--- src/rtl/e_pkg.sv ---
// Shared types and helpers for the elevator call scheduler.
// Floor vectors are widened to vec_t so the mask helpers work for any car height.
package e_pkg;

    localparam int NFLR_DEF = 4;
    localparam int VW       = 32;

    typedef logic [VW-1:0] vec_t;

    typedef enum logic [1:0] {
        S_IDLE   = 2'd0,
        S_DECIDE = 2'd1,
        S_TRAVEL = 2'd2,
        S_STOP   = 2'd3
    } state_t;

    function automatic logic onehot_ok(input vec_t v);
        return $onehot(v);
    endfunction

    // Bits strictly below the single set bit of cur.
    function automatic vec_t below_mask(input vec_t cur);
        return cur - vec_t'(1);
    endfunction

    // Bits strictly above the single set bit of cur.
    function automatic vec_t above_mask(input vec_t cur);
        return ~(cur | (cur - vec_t'(1)));
    endfunction

endpackage

--- src/rtl/e_req_latch.sv ---
// Pending-call register: presses set bits, a served floor clears its bit.
// A clear on the same edge as a press at that floor wins.
module e_req_latch #(
    parameter int NFLR = 4
) (
    input  logic            clk,
    input  logic            rst_n,
    input  logic [NFLR-1:0] set_vec,
    input  logic [NFLR-1:0] clr_vec,
    output logic [NFLR-1:0] pending
);

    always_ff @(posedge clk) begin
        if (!rst_n) begin
            pending <= '0;
        end else begin
            pending <= (pending | set_vec) & ~clr_vec;
        end
    end

endmodule

--- src/rtl/e_call_scheduler.sv ---
// SCAN request scheduler: latches calls, picks direction, drives the car
// state machine with move/stop requests and clears calls once served.
module e_call_scheduler
    import e_pkg::*;
#(
    parameter int NFLR = NFLR_DEF,
    parameter int TMO  = 64
) (
    input  logic            clk,
    input  logic            rst_n,
    input  logic [NFLR-1:0] bts,
    input  logic [NFLR-1:0] curFlr,
    input  logic            arrived,
    input  logic            car_done,
    output logic            move_req,
    output logic            dir_up,
    output logic            stop_req,
    output logic [NFLR-1:0] pending,
    output logic            err
);

    localparam int CW = $clog2(TMO);

    state_t          state;
    state_t          state_nx;
    logic            dir_q;
    logic            dir_nx;
    logic            err_q;
    logic            err_nx;
    logic [CW-1:0]   tmo_cnt;
    vec_t            cur_v;
    vec_t            pend_v;
    vec_t            abv_v;
    vec_t            blw_v;
    logic            valid;
    logic            above;
    logic            below;
    logic            here;
    logic            ahead;
    logic            enter_stop;
    logic [NFLR-1:0] clr_vec;

    always_comb begin
        cur_v              = '0;
        cur_v[NFLR-1:0]    = curFlr;
        pend_v             = '0;
        pend_v[NFLR-1:0]   = pending;
        abv_v              = above_mask(cur_v) & pend_v;
        blw_v              = below_mask(cur_v) & pend_v;
    end

    assign valid = onehot_ok(cur_v);
    assign above = |abv_v;
    assign below = |blw_v;
    assign here  = |(pending & curFlr);
    assign ahead = dir_q ? above : below;

    always_comb begin
        state_nx = state;
        dir_nx   = dir_q;
        err_nx   = err_q;
        if (!valid) begin
            state_nx = S_IDLE;
            err_nx   = 1'b1;
        end else begin
            unique case (state)
                S_IDLE: begin
                    if (here) begin
                        state_nx = S_STOP;
                    end else if (above || below) begin
                        state_nx = S_DECIDE;
                    end
                end
                S_DECIDE: begin
                    // Keep heading while calls lie ahead, otherwise reverse.
                    dir_nx   = (dir_q & above) | (~below & above) | (dir_q & ~below);
                    state_nx = S_TRAVEL;
                end
                S_TRAVEL: begin
                    if (arrived) begin
                        if (here) begin
                            state_nx = S_STOP;
                        end else if (!ahead) begin
                            state_nx = S_DECIDE;
                        end
                    end
                end
                S_STOP: begin
                    if (tmo_cnt == CW'(TMO - 1)) begin
                        err_nx   = 1'b1;
                        state_nx = S_IDLE;
                    end else if (car_done && (tmo_cnt != '0)) begin
                        state_nx = S_IDLE;
                    end
                end
                default: state_nx = S_IDLE;
            endcase
        end
    end

    assign enter_stop = (state_nx == S_STOP) && (state != S_STOP);
    assign clr_vec    = enter_stop ? curFlr : '0;

    always_ff @(posedge clk) begin
        if (!rst_n) begin
            state   <= S_IDLE;
            dir_q   <= 1'b1;
            err_q   <= 1'b0;
            tmo_cnt <= '0;
        end else begin
            state <= state_nx;
            dir_q <= dir_nx;
            err_q <= err_nx;
            if ((state == S_STOP) && (state_nx == S_STOP)) begin
                tmo_cnt <= tmo_cnt + CW'(1);
            end else begin
                tmo_cnt <= '0;
            end
        end
    end

    e_req_latch #(
        .NFLR(NFLR)
    ) u_req_latch (
        .clk(clk),
        .rst_n(rst_n),
        .set_vec(bts),
        .clr_vec(clr_vec),
        .pending(pending)
    );

    assign move_req = (state == S_TRAVEL);
    assign stop_req = (state == S_STOP) && (tmo_cnt == '0);
    assign dir_up   = dir_q;
    assign err      = err_q;

endmodule

--- config.mk ---
export PLATFORM = sky130hd
export DESIGN_NAME = e_call_scheduler
export DESIGN_NICKNAME = d
export VERILOG_FILES = /design/src/rtl/e_pkg.sv /design/src/rtl/e_req_latch.sv /design/src/rtl/e_call_scheduler.sv
export SDC_FILE = /design/constraint.sdc
export NUM_CORES = 1
export LEC_CHECK = 0
export ABC_AREA = 1
export CAP_MARGIN = 30
export CORE_MARGIN = 5
export CORE_UTILIZATION = 48
export DETAILED_ROUTE_END_ITERATION = 8
export GPL_TIMING_DRIVEN = 0
export PLACE_DENSITY = 0.77
export SLEW_MARGIN = 20
export SYNTH_ARGS = -nofsm -noshare
export SYNTH_HDL_FRONTEND = slang
export SYNTH_SLANG_ARGS = --single-unit
--- constraint.sdc ---
create_clock -name clk -period 2.2 [get_ports clk]
set_input_delay 0.22 -clock clk [delete_from_list [all_inputs] [get_ports clk]]
set_output_delay 0.22 -clock clk [all_outputs]
set_load 0.05 [all_outputs]
==> reports/metrics.csv, run 1 <==
stage;metric;value;unit
run_status;status;completed;
finish;final_common_cell;nand2_1;
grt;overflow;0;
floorplan;start_util;51.11;%
synthesis;ys_seq_elements;14;
setup_path;crit_fanout;6;
grt;grt_max_degree;9;
finish;n_fill_cell;160;
timing;final.min_clock_period;2086;ps
drt;drc;0;
drt;viasPerCell;4.744;
synthesis;synth.cell_area;892.1;sq um
pwr;power;711.3;uW
finish;syn2layout_area_growth;32.26;%
finish;num_antenna_cells;0;
timing;setup_viol;0;
grt;globalRouteTotalUtil;15.57;%
timing;rsz0062_at_grt;false;
clock_network;cts_root_buf;clkbuf_4;
floorplan;die-height;53.11;microns
setup_path;critPathKind;input port to flop;
synthesis;ys_seq_area_share;31.42;%
placement;finalWeightedCongestion;0.8127;
clock_network;cts_buffer_depth;2;
synthesis;avgSynthCellArea;7.080;sq um
pwr;p_per_area;602.9;mW/mm^2
finish;most-common-layout-cells;nand2_1 (29), clkdlybuf4s50_1 (16), inv_1 (14), dfxtp_1 (14), nor2_1 (13);
grt;gr-max-usage-layer;met2;
floorplan;rows;15;
floorplan;die_x;53.11;microns
timing;relSlewSlack;66.65;%
timing;fin_ws;113.6;ps
floorplan;core_area;0.001745;sq mm
clock_network;clk_pin_slew_worst_paths;90;ps
finish;fin_util;67.60;%
clock_network;ctsHoldBuffers;0;
clock_network;clk_latency;280;ps
finish;drive_gt1_share;18.54;%
drt;num_vias;835;
grt;grt_pass1_wl;3.187;mm
grt;grt_use_met2;25.21;%
floorplan;dieArea;0.002821;sq mm
setup_path;crit_path_end_kind;flop;
grt;grt.met1_usage;19.62;%
setup_path;crit_required;2420;ps
placement;numPortBuffers;19;
synthesis;ys_types;19;
grt;antenna_found_initial;0;
pwr;ir_drop;0.0004308;V
drt;first_iter_violations;9;
synthesis;syn_nets;147;
timing;clock_skew;7.107;ps
worst_hold_path;hold_path_class;input port to flop;
setup_path;startpoint_type;input port;
drt;ant_nets;0;
drt;wl_per_cell;10.60;microns
placement;dp_hpwl;1.496;mm
placement;place_ws;-666.5;ps
clock_network;cts_tree;built;
timing;finalHoldViolCount;0;
finish;fin_nets;173;
clock_network;clkSinkCount;14;
floorplan;ioPinCount;20;
timing;period_share;94.84;%
clock_network;cts_buffers;3;
timing;slew_viol_final;0;
synthesis;synthCells;126;
timing;worstMarginPinSlew;498.8;ps
drt;wl;1.866;mm
grt;grt_pass1_vias;761;
timing;clock.fmax;0.4793;GHz
setup_path;worstPathArrival;2310;ps
grt;grt_util_met3;3.662;%
clock_network;ctsHtreeMaxLevel;1;
drt;drt_first_pass_iters;4;
pwr;leakage;0.5374;nW
run;max-cap-violations;0;
synthesis;yosysWarnings;0;
-- power breakdown --
group / switching, mW / internal (mW)
combinational: 0.147 / 0.0906
sequential: 0.0159 / 0.269
clock: 0.0886 / 0.101
total: 0.251 / 0.460
-- per-stage QoR --
stage	instances	cell area, sq um	TNS, ps	hold slack [ps]
2_1_floorplan	126	892.1	0	304.7
3_3_place_gp	170	1114	-7257	453.0
3_5_place_dp	170	1114	-7475	457.9
4_1_cts	176	1184	0	270.9
5_1_grt	176	1180	0	184.3
6_report	176	1180	0	173.3
-- cell usage after synthesis --
cell / count / area share, %
a21oi_1: 7 / 3.9
a31oi_1: 1 / 0.70
dfxtp_1: 14 / 31
fa_1: 1 / 2.2
ha_1: 8 / 11
inv_1: 15 / 6.3
inv_2: 2 / 0.84
nand2_1: 30 / 13
nand2_2: 4 / 2.8
nand2_4: 1 / 1.3
nand3_1: 9 / 5.0
nor2_1: 13 / 5.5
nor2_2: 9 / 6.3
nor2_4: 1 / 1.3
o21ai_0: 4 / 2.2
o21ai_1: 2 / 1.1
o21bai_2: 1 / 1.3
xnor2_1: 2 / 2.0
xor2_1: 2 / 2.0
-- layout make-up --
| type | instances | area [sq um] | area share [%] |
|---|---|---|---|
| Clock buffer | 4 | 36.28 | 3.075 |
| Timing Repair Buffer | 21 | 197.7 | 16.76 |
| Sequential cell | 14 | 280.3 | 23.75 |
| Multi-Input combinational cell | 95 | 570.5 | 48.36 |
| Inverter | 17 | 63.81 | 5.408 |
| Tap cell | 25 | 31.28 | 2.651 |
-- registers in the layout, summed over array words and instances, names as in the netlist --
signal	flops
u_req_latch.pending	4
dir_up	1
state	2
tmo_cnt	6
err	1
-- final timing paths --
kind         startpoint                     end  slack [ps]  cells after the start
max           curFlr[1]              tmo_cnt[3]         110                     13
min           curFlr[0]  u_req_latch.pending[0]         170                      2
max reg2reg  tmo_cnt[0]              tmo_cnt[3]         620                     12
min reg2reg  tmo_cnt[0]              tmo_cnt[0]         480                      1
-- worst max-delay path, stage by stage --
cell,delay [ps]
dlygate4sd2_1,240
inv_2,80
fa_1,500
inv_1,40
ha_1,170
ha_1,270
nor2_1,110
nand2_2,90
a31oi_4,160
nand2_2,110
nor2_4,140
nand2_4,90
nor2_2,80
-- per-layer routing --
metal | up-vias | share of wire (%)
met1 | 373 | 47
met2 | 15 | 48
met3 | 4 | 3.1
met5 | - | 0
met4 | 0 | 1.5
li1 | 443 | -
-- cell families (layout without fill, tap and decap cells) --
| family | after synthesis | count (layout) | synth area share, % |
|---|---|---|---|
| compound gates | 15 | 15 | 9.257 |
| xor+xnor | 4 | 4 | 3.928 |
| fa+ha+maj | 9 | 9 | 13.46 |
| buf+inv | 17 | 42 | 7.153 |
| flops | 14 | 14 | 31.42 |
| simple gates | 67 | 67 | 34.78 |
-- timing repair --
action                                  CTS  global route
endpoints found under the setup margin   13            11
resized for setup                         8             2
pin swaps                                 4             0
buffers inserted                          2             0
Note: power is estimated with default switching activity, not from simulation.
==> run 2: changes to the inputs <==
Settings changed: RECOVER_POWER set to 25.
==> reports/metrics.csv, run 2 (synthesis results as in run 1) <==
stage;metric;value;unit;change
pwr;power_frac_comb;33.1;%;was 33.4%
pwr;ir_drop;0.0004323;V;was 0.0004308 V
clock_network;clkSinkCount;14;;unchanged
floorplan;ioPinCount;20;;unchanged
finish;reg_top3;tmo_cnt (6), u_req_latch.pending (4), state (2);;unchanged
finish;drive_gt1_share;18.54;%;unchanged
finish;num_antenna_cells;0;;unchanged
floorplan;rows;15;;unchanged
drt;first_iter_violations;9;;unchanged
drt;wl_per_cell;10.56;microns;was 10.60 microns
drt;wl;1.858;mm;was 1.866 mm
finish;finalInstanceArea;0.001180;sq mm;unchanged
placement;finalWeightedCongestion;0.8127;;unchanged
clock_network;clk_pin_slew_worst_paths;90;ps;about the same
clock_network;ctsHtreeMaxLevel;1;;unchanged
timing;fin_ws;116.2;ps;was 113.6 ps
pwr;leakage;0.5382;nW;was 0.5374 nW
pwr;swShare;35.50;%;was 35.33%
drt;viasPerCell;4.756;;was 4.744
floorplan;start_util;51.11;%;unchanged
timing;setup_viol;0;;unchanged
timing;holdWs;175.6;ps;was 173.3 ps
floorplan;dieArea;0.002821;sq mm;unchanged
timing;relSlewSlack;66.43;%;was 66.65%
floorplan;die-height;53.11;microns;unchanged
placement;numPortBuffers;19;;unchanged
timing;final.min_clock_period;2084;ps;was 2086 ps
pwr;p_int;457.7;uW;was 460.0 uW
setup_path;worstPathArrival;2310;ps;about the same
drt;wl_met3;54;microns;was 58 microns
finish;fin_nets;173;;unchanged
setup_path;startpoint_type;input port;;unchanged
setup_path;crit_required;2430;ps;was 2420 ps
finish;n_fill_cell;160;;unchanged
pwr;p_per_area;601.4;mW/mm^2;was 602.9 mW/mm^2
placement;dp_hpwl;1.496;mm;unchanged
clock_network;cts_tree;built;;unchanged
grt;grt_pass1_wl;3.187;mm;unchanged
finish;largest-register;tmo_cnt;;unchanged
pwr;power;709.6;uW;was 711.3 uW
setup_path;crit_fanout;6;;unchanged
grt;globalRouteTotalUtil;15.57;%;unchanged
pwr;p_clk_share;26.9;%;was 26.6%
finish;largest_reg_flops;6;;unchanged
timing;clock_skew;6.283;ps;was 7.107 ps
run;max-cap-violations;0;;unchanged
drt;top_layer;met4;;unchanged
clock_network;cts_root_buf;clkbuf_4;;unchanged
grt;overflow;0;;unchanged
drt;wl_met2;894;microns;was 892 microns
drt;num_vias;837;;was 835
setup_path;crit_path_end_kind;flop;;unchanged
grt;grt_pass1_vias;761;;unchanged
clock_network;cts_buffers;3;;unchanged
drt;ant_nets;0;;unchanged
drt;met1_length;880;microns;was 886 microns
finish;fin_util;67.60;%;unchanged
placement;place_ws;-666.5;ps;unchanged
clock_network;cts_buffer_depth;2;;unchanged
floorplan;core_area;0.001745;sq mm;unchanged
drt;drt_first_pass_iters;4;;unchanged
clock_network;clk_latency;280;ps;about the same
timing;worstMarginPinSlew;501.9;ps;was 498.8 ps
pwr;seqPwrFrac;40.1;%;was 40.0%
worst_hold_path;hold_path_class;input port to flop;;unchanged
grt;grt_max_degree;9;;unchanged
drt;drc;0;;unchanged
finish;most-common-layout-cells;nand2_1 (29), inv_1 (14), dfxtp_1 (14);;was nand2_1 (29), clkdlybuf4s50_1 (16), inv_1 (14), dfxtp_1 (14), nor2_1 (13)
timing;rsz0062_at_grt;false;;unchanged
run_status;status;completed;;unchanged
pwr;netSwitchingPower;251.9;uW;was 251.3 uW
timing;period_share;94.72;%;was 94.84%
finish;final_common_cell;nand2_1;;unchanged
timing;slew_viol_final;0;;unchanged
setup_path;critPathKind;input port to flop;;unchanged
finish;syn2layout_area_growth;32.26;%;unchanged
floorplan;die_x;53.11;microns;unchanged
grt;antenna_found_initial;0;;unchanged
timing;finalHoldViolCount;0;;unchanged
clock_network;ctsHoldBuffers;0;;unchanged
placement;placedInstanceArea;0.001114;sq mm;unchanged
timing;clock.fmax;0.4799;GHz;was 0.4793 GHz
run 2: cell count changes in the layout (fill, tap and decap cells not counted), sizes merged:
cell / previous run / this run
clkdlybuf4s50: 16 / 12
dlygate4sd3: 0 / 4
run 2: final timing paths:
check | startpoint | end | slack, ps | depth (start not counted)
max reg2reg | tmo_cnt[0] | tmo_cnt[3] | 620 | 12
max | curFlr[1] | tmo_cnt[3] | 120 | 13
min reg2reg | tmo_cnt[0] | tmo_cnt[0] | 480 | 1
min | curFlr[0] | u_req_latch.pending[0] | 180 | 2
run 2: what timing repair did:
action,4_1_cts,5_1_grt
gates resized for setup,8,2
endpoints found under the hold margin,0,0
setup buffers,2,0
pin swaps,4,0
endpoints found under the setup margin,13,11
run 2: layer usage:
metal	GRT usage, %	vias to the layer above
li1	-	443
met1	19.62	377
met2	25.21	13
met3	3.662	4
met4	6.383	0
met5	0	-
run 2: critical path, stage by stage:
cell and delay (ps):
dlygate4sd2_1 240, inv_2 80, fa_1 500, inv_1 40, ha_1 170, ha_1 270, nor2_1 110, nand2_2 90
a31oi_4 160, nand2_2 110, nor2_4 140, nand2_4 90, nor2_2 80
run 2: final cells by class:
type                    count  area (sq um)  area share (%)
flip-flops and latches     14         280.3           23.75
inverters                  17         63.81           5.408
repair buffers             21         197.7           16.76
well taps                  25         31.28           2.651
multi-input cells          95         570.5           48.36
clock buffers               4         36.28           3.075
run 2: power by group through the flow:
stage / clock, mW / sequential, mW / combinational [mW]
final: 0.191 / 0.284 / 0.235
after floorplan: 0 / 0.324 / 0.108
after CTS: 0.199 / 0.284 / 0.237
after global routing: 0.213 / 0.287 / 0.257
after detailed placement: 0 / 0.290 / 0.215
after global placement: 0 / 0.290 / 0.209
run 2: stage by stage:
step | instances | TNS [ps]
3_5_place_dp | 170 | -7475
2_1_floorplan | 126 | 0
4_1_cts | 176 | 0
3_3_place_gp | 170 | -7257
6_report | 176 | 0
5_1_grt | 176 | 0
